<file path="config.mk">
export PLATFORM = sky130hd
export DESIGN_NAME = ram_port_arbiter
export DESIGN_NICKNAME = d
export VERILOG_FILES = /design/src/rtl/ram_port_arbiter_pkg.sv /design/src/rtl/ram_port_arbiter.sv
export SDC_FILE = /design/constraint.sdc
export NUM_CORES = 1
export LEC_CHECK = 0
export ABC_AREA = 1
export CORE_MARGIN = 5
export CORE_UTILIZATION = 38
export DETAILED_ROUTE_END_ITERATION = 12
export PLACE_DENSITY_LB_ADDON = 0.3
export SLEW_MARGIN = 30
export SYNTH_ARGS = -nofsm -noshare
export SYNTH_HDL_FRONTEND = slang
export SYNTH_SLANG_ARGS = --single-unit
export TNS_END_PERCENT = 20
</file>
<file path="constraint.sdc">
create_clock -name clk -period 1.75 [get_ports clk]
set_input_delay 0.35 -clock clk [delete_from_list [all_inputs] [get_ports clk]]
set_output_delay 0.35 -clock clk [all_outputs]
set_load 0.005 [all_outputs]
</file>
<file path="src/rtl/ram_port_arbiter_pkg.sv">
// ----------------------------------------------------------------------------
// ram_port_arbiter_pkg
//   Shared types and defaults for the data-RAM port arbiter.
//   - arb_state_t    : arbitration FSM state encoding (2 bits)
//   - DEF_ADDR_BITS  : default RAM byte-address width
//   - DEF_MAX_WAIT   : default number of debug denials before a forced grant
//   - WAIT_CNT_BITS  : width of the starvation counter (holds up to 15)
//   - word_addr_bits : word-address width derived from a byte-address width
// ----------------------------------------------------------------------------
package ram_port_arbiter_pkg;

    typedef enum logic [1:0] {
        ST_IDLE  = 2'd0,
        ST_WAIT  = 2'd1,
        ST_FORCE = 2'd2,
        ST_DONE  = 2'd3
    } arb_state_t;

    localparam int DEF_ADDR_BITS = 12;
    localparam int DEF_MAX_WAIT  = 4;
    localparam int WAIT_CNT_BITS = 4;

    // RAM is word-organised; the two byte-offset bits are dropped.
    function automatic int word_addr_bits(input int addr_bits);
        return addr_bits - 2;
    endfunction

endpackage

</file>
<file path="src/rtl/ram_port_arbiter.sv">
// ----------------------------------------------------------------------------
// ram_port_arbiter
//   Shares the single data-RAM port between the CPU memory stage (fixed
//   priority, read/write) and the display/debug reader (read-only). After
//   MAX_WAIT consecutive debug denials the next cycle is handed to debug and
//   the CPU is stalled for exactly that one cycle.
//
// Parameters
//   ADDR_BITS  RAM byte-address bits (word address is ADDR_BITS-2 wide)
//   MAX_WAIT   consecutive debug denials before a forced grant, 1..15
//
// Ports
//   clk, rst                 clock; synchronous active-high reset
//   cpu_req/rw/sel/extend_type/addr/wdata   CPU access request
//   cpu_gnt, cpu_stall       CPU owns the port / CPU must freeze and retry
//   cpu_rdata                load data, valid when cpu_gnt=1
//   dbg_req, dbg_addr        debug read request, held until dbg_valid
//   dbg_gnt                  debug owns the port this cycle
//   dbg_valid, dbg_rdata     one-cycle pulse with the registered read data
//   ram_rw/sel/extend_type/addr/data_in     muxed RAM port
//   ram_data_out             combinational RAM read data
//   stall_cycles             count of cpu_stall cycles, wraps at 2^32
// ----------------------------------------------------------------------------
module ram_port_arbiter
    import ram_port_arbiter_pkg::*;
#(
    parameter int ADDR_BITS = DEF_ADDR_BITS,
    parameter int MAX_WAIT  = DEF_MAX_WAIT
) (
    input  logic                                clk,
    input  logic                                rst,

    input  logic                                cpu_req,
    input  logic                                cpu_rw,
    input  logic [3:0]                          cpu_sel,
    input  logic                                cpu_extend_type,
    input  logic [word_addr_bits(ADDR_BITS)-1:0] cpu_addr,
    input  logic [31:0]                         cpu_wdata,
    output logic                                cpu_gnt,
    output logic                                cpu_stall,
    output logic [31:0]                         cpu_rdata,

    input  logic                                dbg_req,
    input  logic [word_addr_bits(ADDR_BITS)-1:0] dbg_addr,
    output logic                                dbg_gnt,
    output logic                                dbg_valid,
    output logic [31:0]                         dbg_rdata,

    output logic                                ram_rw,
    output logic [3:0]                          ram_sel,
    output logic                                ram_extend_type,
    output logic [word_addr_bits(ADDR_BITS)-1:0] ram_addr,
    output logic [31:0]                         ram_data_in,
    input  logic [31:0]                         ram_data_out,

    output logic [31:0]                         stall_cycles
);

    localparam logic [WAIT_CNT_BITS-1:0] MAX_WAIT_CNT = WAIT_CNT_BITS'(MAX_WAIT);

    arb_state_t               state;
    logic [WAIT_CNT_BITS-1:0] wait_cnt;
    logic [WAIT_CNT_BITS-1:0] wait_next;

    assign wait_next = wait_cnt + 1'b1;
    assign cpu_rdata = ram_data_out;

    // Grant decode. Grants are combinational so the winner uses the port in
    // the same cycle it asks; everything is held off while rst is high so no
    // write can slip into RAM during reset.
    always_comb begin
        // NOTE: every output gets a default first so no path leaves it
        // unassigned; otherwise synthesis infers a latch.
        dbg_gnt   = 1'b0;
        cpu_gnt   = 1'b0;
        cpu_stall = 1'b0;
        if (!rst) begin
            case (state)
                ST_IDLE, ST_WAIT: dbg_gnt = dbg_req & ~cpu_req;
                ST_FORCE:         dbg_gnt = 1'b1;
                default:          dbg_gnt = 1'b0;   // DONE: no second grant
            endcase
            cpu_gnt   = cpu_req & (state != ST_FORCE);
            cpu_stall = cpu_req & (state == ST_FORCE);
        end
    end

    // RAM port mux. ram_rw is only ever taken from the CPU under cpu_gnt,
    // so a write presented during a forced debug cycle never reaches RAM.
    always_comb begin
        ram_rw          = 1'b0;
        ram_sel         = 4'b0000;
        ram_extend_type = 1'b0;
        ram_addr        = '0;
        ram_data_in     = 32'd0;
        if (cpu_gnt) begin
            ram_rw          = cpu_rw;
            ram_sel         = cpu_sel;
            ram_extend_type = cpu_extend_type;
            ram_addr        = cpu_addr;
            ram_data_in     = cpu_wdata;
        end else if (dbg_gnt) begin
            ram_sel  = 4'b1111;
            ram_addr = dbg_addr;
        end
    end

    // Arbitration FSM, starvation counter, debug read capture and stall
    // statistic.
    always_ff @(posedge clk) begin
        // NOTE: sequential state uses non-blocking assignments so every
        // register samples pre-edge values regardless of statement order.
        if (rst) begin
            state        <= ST_IDLE;
            wait_cnt     <= '0;
            dbg_valid    <= 1'b0;
            dbg_rdata    <= 32'd0;
            stall_cycles <= 32'd0;
        end else begin
            // The read is captured at the end of the grant cycle, so the
            // valid pulse lands exactly in the following (DONE) cycle.
            dbg_valid <= dbg_gnt;
            if (dbg_gnt) begin
                dbg_rdata <= ram_data_out;
            end
            if (cpu_stall) begin
                stall_cycles <= stall_cycles + 32'd1;
            end

            case (state)
                ST_IDLE: begin
                    if (dbg_req) begin
                        if (!cpu_req) begin
                            state <= ST_DONE;
                        end else begin
                            wait_cnt <= WAIT_CNT_BITS'(1);
                            state    <= (MAX_WAIT_CNT == WAIT_CNT_BITS'(1)) ? ST_FORCE : ST_WAIT;
                        end
                    end
                end
                ST_WAIT: begin
                    if (!dbg_req) begin
                        // Requester gave up; the next request starts fresh.
                        state    <= ST_IDLE;
                        wait_cnt <= '0;
                    end else if (!cpu_req) begin
                        state <= ST_DONE;
                    end else begin
                        wait_cnt <= wait_next;
                        if (wait_next == MAX_WAIT_CNT) begin
                            state <= ST_FORCE;
                        end
                    end
                end
                ST_FORCE: begin
                    state <= ST_DONE;
                end
                ST_DONE: begin
                    // dbg_req is still high here; returning to IDLE lets a
                    // new request be arbitrated normally next cycle.
                    state    <= ST_IDLE;
                    wait_cnt <= '0;
                end
                default: begin
                    state    <= ST_IDLE;
                    wait_cnt <= '0;
                end
            endcase
        end
    end

endmodule
</file>
==> flow_metrics.env <==
export IMPL_peakVddDrop_mv=0.4187
export IMPL_io_pins=242
export IMPL_crit_family="simple AND/OR/NAND/NOR gates"
export IMPL_synth_seq_cells=71
export IMPL_yosysMostFrequentCell="nand2_1"
export IMPL_wl_um=15700
export IMPL_antenna_found_initial=0
export IMPL_syn_avg_cell_area_um2=6.520
export IMPL_vias=4754
export IMPL_synthCells=620
export IMPL_cpPeakStageDelay_ps=330
export IMPL_synth_cell_types=29
export IMPL_critPathMaxFanout=5
export IMPL_slew_headroom=0.6701
export IMPL_critPathCaptureType="primary output"
export IMPL_maxCapViolations=0
export IMPL_gp_congestion=0.9296
export IMPL_outcome="complete, but fails checks"
export IMPL_synth_top_cell_area_share=0.3516
export IMPL_grt_util_all_layers=0.2316
export IMPL_clk_path_buf_depth=2
export IMPL_synth_seq_area_share=0.3516
export IMPL_setup_violations=42
export IMPL_grt_pass1_wl_um=23870
export IMPL_final_nets=965
export IMPL_synth_main_ff_cell="dfxtp_1"
export IMPL_async_reset_ff_frac=0
export IMPL_antenna_cells=0
export IMPL_drt_vias_per_instance=4.712
export IMPL_fin_skew_ps=9.068
export IMPL_hold_path_class="reg -> reg"
export IMPL_cpMaxStageDelayCell="dfxtp_2"
export IMPL_place_ws_ps=-766.8
export IMPL_drive_gt1_frac=0.2176
export IMPL_synthTopCellsByCount="nand2_1 (179), inv_1 (87), nor2_1 (87), dfxtp_1 (71), a21oi_1 (49)"
export IMPL_ys_top_cells_by_area="dfxtp_1 (35%), nand2_1 (17%), inv_1 (8.1%), nor2_1 (8.1%), buf_4 (6.5%)"
export IMPL_syn2layout_area_growth_pct=72.64
export IMPL_postCtsHoldBufs=0
export IMPL_worst_slew_pin_slew_ps=489.7
export IMPL_drc_errors=0
export IMPL_postRouteAntennaNets=0
export IMPL_route_detailed_wl_per_inst_um=15.56
export IMPL_startpoint_type="register"
export IMPL_drv_slew=0
export IMPL_power_per_cell_area_mw_per_mm2=630.6
export IMPL_finalHoldViolCount=0
export IMPL_tritoncts="done"
export IMPL_rsz0062_at_grt="true"
export IMPL_dieHeight_um=113.1
export IMPL_fin_crit_ps=1955
export IMPL_timing_critical_path_mode_cell="buf_6"
export IMPL_reg2reg_from="state[1]"
export IMPL_rows=37
export IMPL_synth_nets=717
export IMPL_path_cells="buf_6, nor2_4, a21oi_2, or2_4, inv_6, buf_6, nand2_2, nand2_1, buf_2"
export IMPL_cp_required_ps=1400
export IMPL_dr_pass1_iters=4
export IMPL_crit_buf_inv=4
export IMPL_cts_htree_levels=3
export IMPL_cts_made_buffers=9
export IMPL_clock_sinks=71
export IMPL_clk_insertion_delay_late_ps=330
export IMPL_first_global_vias=4746
export IMPL_drt_initial_drc_count=272
export IMPL_dieArea_mm2=0.01280
export IMPL_leakage_nw=3.177
export IMPL_yosys_warnings=0
export IMPL_period_share=1.117
export IMPL_die_w_um=113.1
export IMPL_synth_area_leader_cell="dfxtp_1"
export IMPL_cp_data_arrival_time_ps=1610
export IMPL_fmax_mhz=511.4
export IMPL_port_buffers=241
export IMPL_worstSetupStartpoint="state[1]"
export IMPL_hpwlAfterDp_um=11970
export IMPL_grt_ovfl_total=0
export IMPL_synth_area_mm2=0.004043
export IMPL_hold_start="dbg_rdata[0]"
export IMPL_failed_checks="negative setup slack"
export IMPL_fin_tns_setup_ps=-4364
export IMPL_synth_edf_count=0
export IMPL_fin_ws_ps=-205.3
export IMPL_path_class="reg -> out"
export IMPL_grt_max_degree=33
export IMPL_start_util=0.3898
export IMPL_fillers=887
export IMPL_clk_pin_slew_ps=70
export IMPL_root_buffer="clkbuf_8"
export IMPL_core_area_mm2=0.01037
layout make-up:
cell class | instances | area [µm²] | area share
flip-flops and latches | 71 | 1428 | 0.2046
well taps | 136 | 170.2 | 0.02438
repair buffers | 285 | 2661 | 0.3813
clock inverters | 5 | 103.9 | 0.01488
inverters | 92 | 365.4 | 0.05235
clock buffers | 11 | 151.4 | 0.02169
repair inverters | 4 | 40.04 | 0.005737
multi-input cells | 405 | 2059 | 0.2951
cell families (layout without fill, tap and decap cells):
| family | count (synthesis) | after routing | share of synthesized area |
|---|---|---|---|
| fa+ha+maj | 3 | 3 | 0.009286 |
| compound gates | 64 | 64 | 0.08171 |
| buf+inv | 144 | 397 | 0.1820 |
| xor+xnor | 4 | 4 | 0.008668 |
| simple gates | 334 | 334 | 0.3668 |
| flops | 71 | 71 | 0.3516 |
final timing paths:
check | end | slack (ps) | depth (start not counted)
min reg2reg | dbg_rdata[0] | 460 | 2
max reg2reg | dbg_rdata[19] | 120 | 10
min | dbg_rdata[0] | 460 | 2
max | ram_addr[1] | -210 | 9
metal layers:
layer	GRT usage	routed length (µm)
met4	0.05929	296
met2	0.4645	8687
met1	0.2393	5847
met5	0	0
met3	0.05027	866
power by group:
group | switching [mW] | internal (mW)
Sequential | 0.0351 | 1.67
Combinational | 0.449 | 0.606
Clock | 0.615 | 1.03
repair_timing:
action | 4_1_cts | 5_1_grt
pin swaps | 13 | 9
buffers inserted | 15 | 5
gates cloned | 3 | 2
gates resized for setup | 246 | 67
endpoints found under the setup margin | 86 | 93
placed cells by master (no fill, tap or decap), types with 3 or more instances in the layout:
| cell type | Yosys | routed |
|---|---|---|
| inv_2 | 3 | 3 |
| nor2_1 | 87 | 62 |
| buf_2 | 5 | 44 |
| a21oi_1 | 49 | 48 |
| dfxtp_2 | 0 | 5 |
| buf_6 | 7 | 18 |
| dfxtp_1 | 71 | 66 |
| inv_1 | 87 | 86 |
| nand3_1 | 32 | 32 |
| ha_1 | 3 | 3 |
| dlygate4sd2_1 | 0 | 5 |
| buf_4 | 35 | 25 |
| buf_12 | 0 | 5 |
| inv_8 | 0 | 3 |
| nand2_2 | 2 | 18 |
| nor2_4 | 3 | 9 |
| nand2_4 | 0 | 5 |
| o21ai_0 | 12 | 12 |
| clkdlybuf4s50_1 | 0 | 183 |
| nand3_4 | 4 | 4 |
| clkbuf_8 | 0 | 11 |
| nor2_2 | 2 | 21 |
| nand4_1 | 17 | 17 |
| bufinv_16 | 0 | 3 |
| nand2_1 | 179 | 158 |
registers in the layout, summed over array words and instances, names as in the netlist:
| register | count |
|---|---|
| dbg_rdata | 32 |
| stall_cycles | 32 |
| wait_cnt | 4 |
| state | 2 |
| dbg_valid | 1 |
per-stage QoR:
step	power [mW]	instance area, µm²	utilization	std cells	hold WS, ps
2_1_floorplan	2.096	4043	-	620	457.9
3_3_place_gp	2.635	6430	0.6201	971	451.2
3_5_place_dp	2.660	6430	0.6201	971	454.5
4_1_cts	4.361	6753	0.6512	1003	465.9
5_1_grt	4.608	6979	0.6730	1009	481.4
6_report	4.401	6979	0.6730	1009	462.8
worst register-to-register path, delay by kind of cell, from the launching register on:
| kind | cells | cell delay (ps) |
|---|---|---|
| flip-flops | 1 | 330 |
| buffers and inverters | 5 | 580 |
| AND/OR/NAND/NOR | 3 | 460 |
| AO/OA/AOI/OAI | 2 | 180 |
No activity file was read; power rests on OpenSTA's default activity.
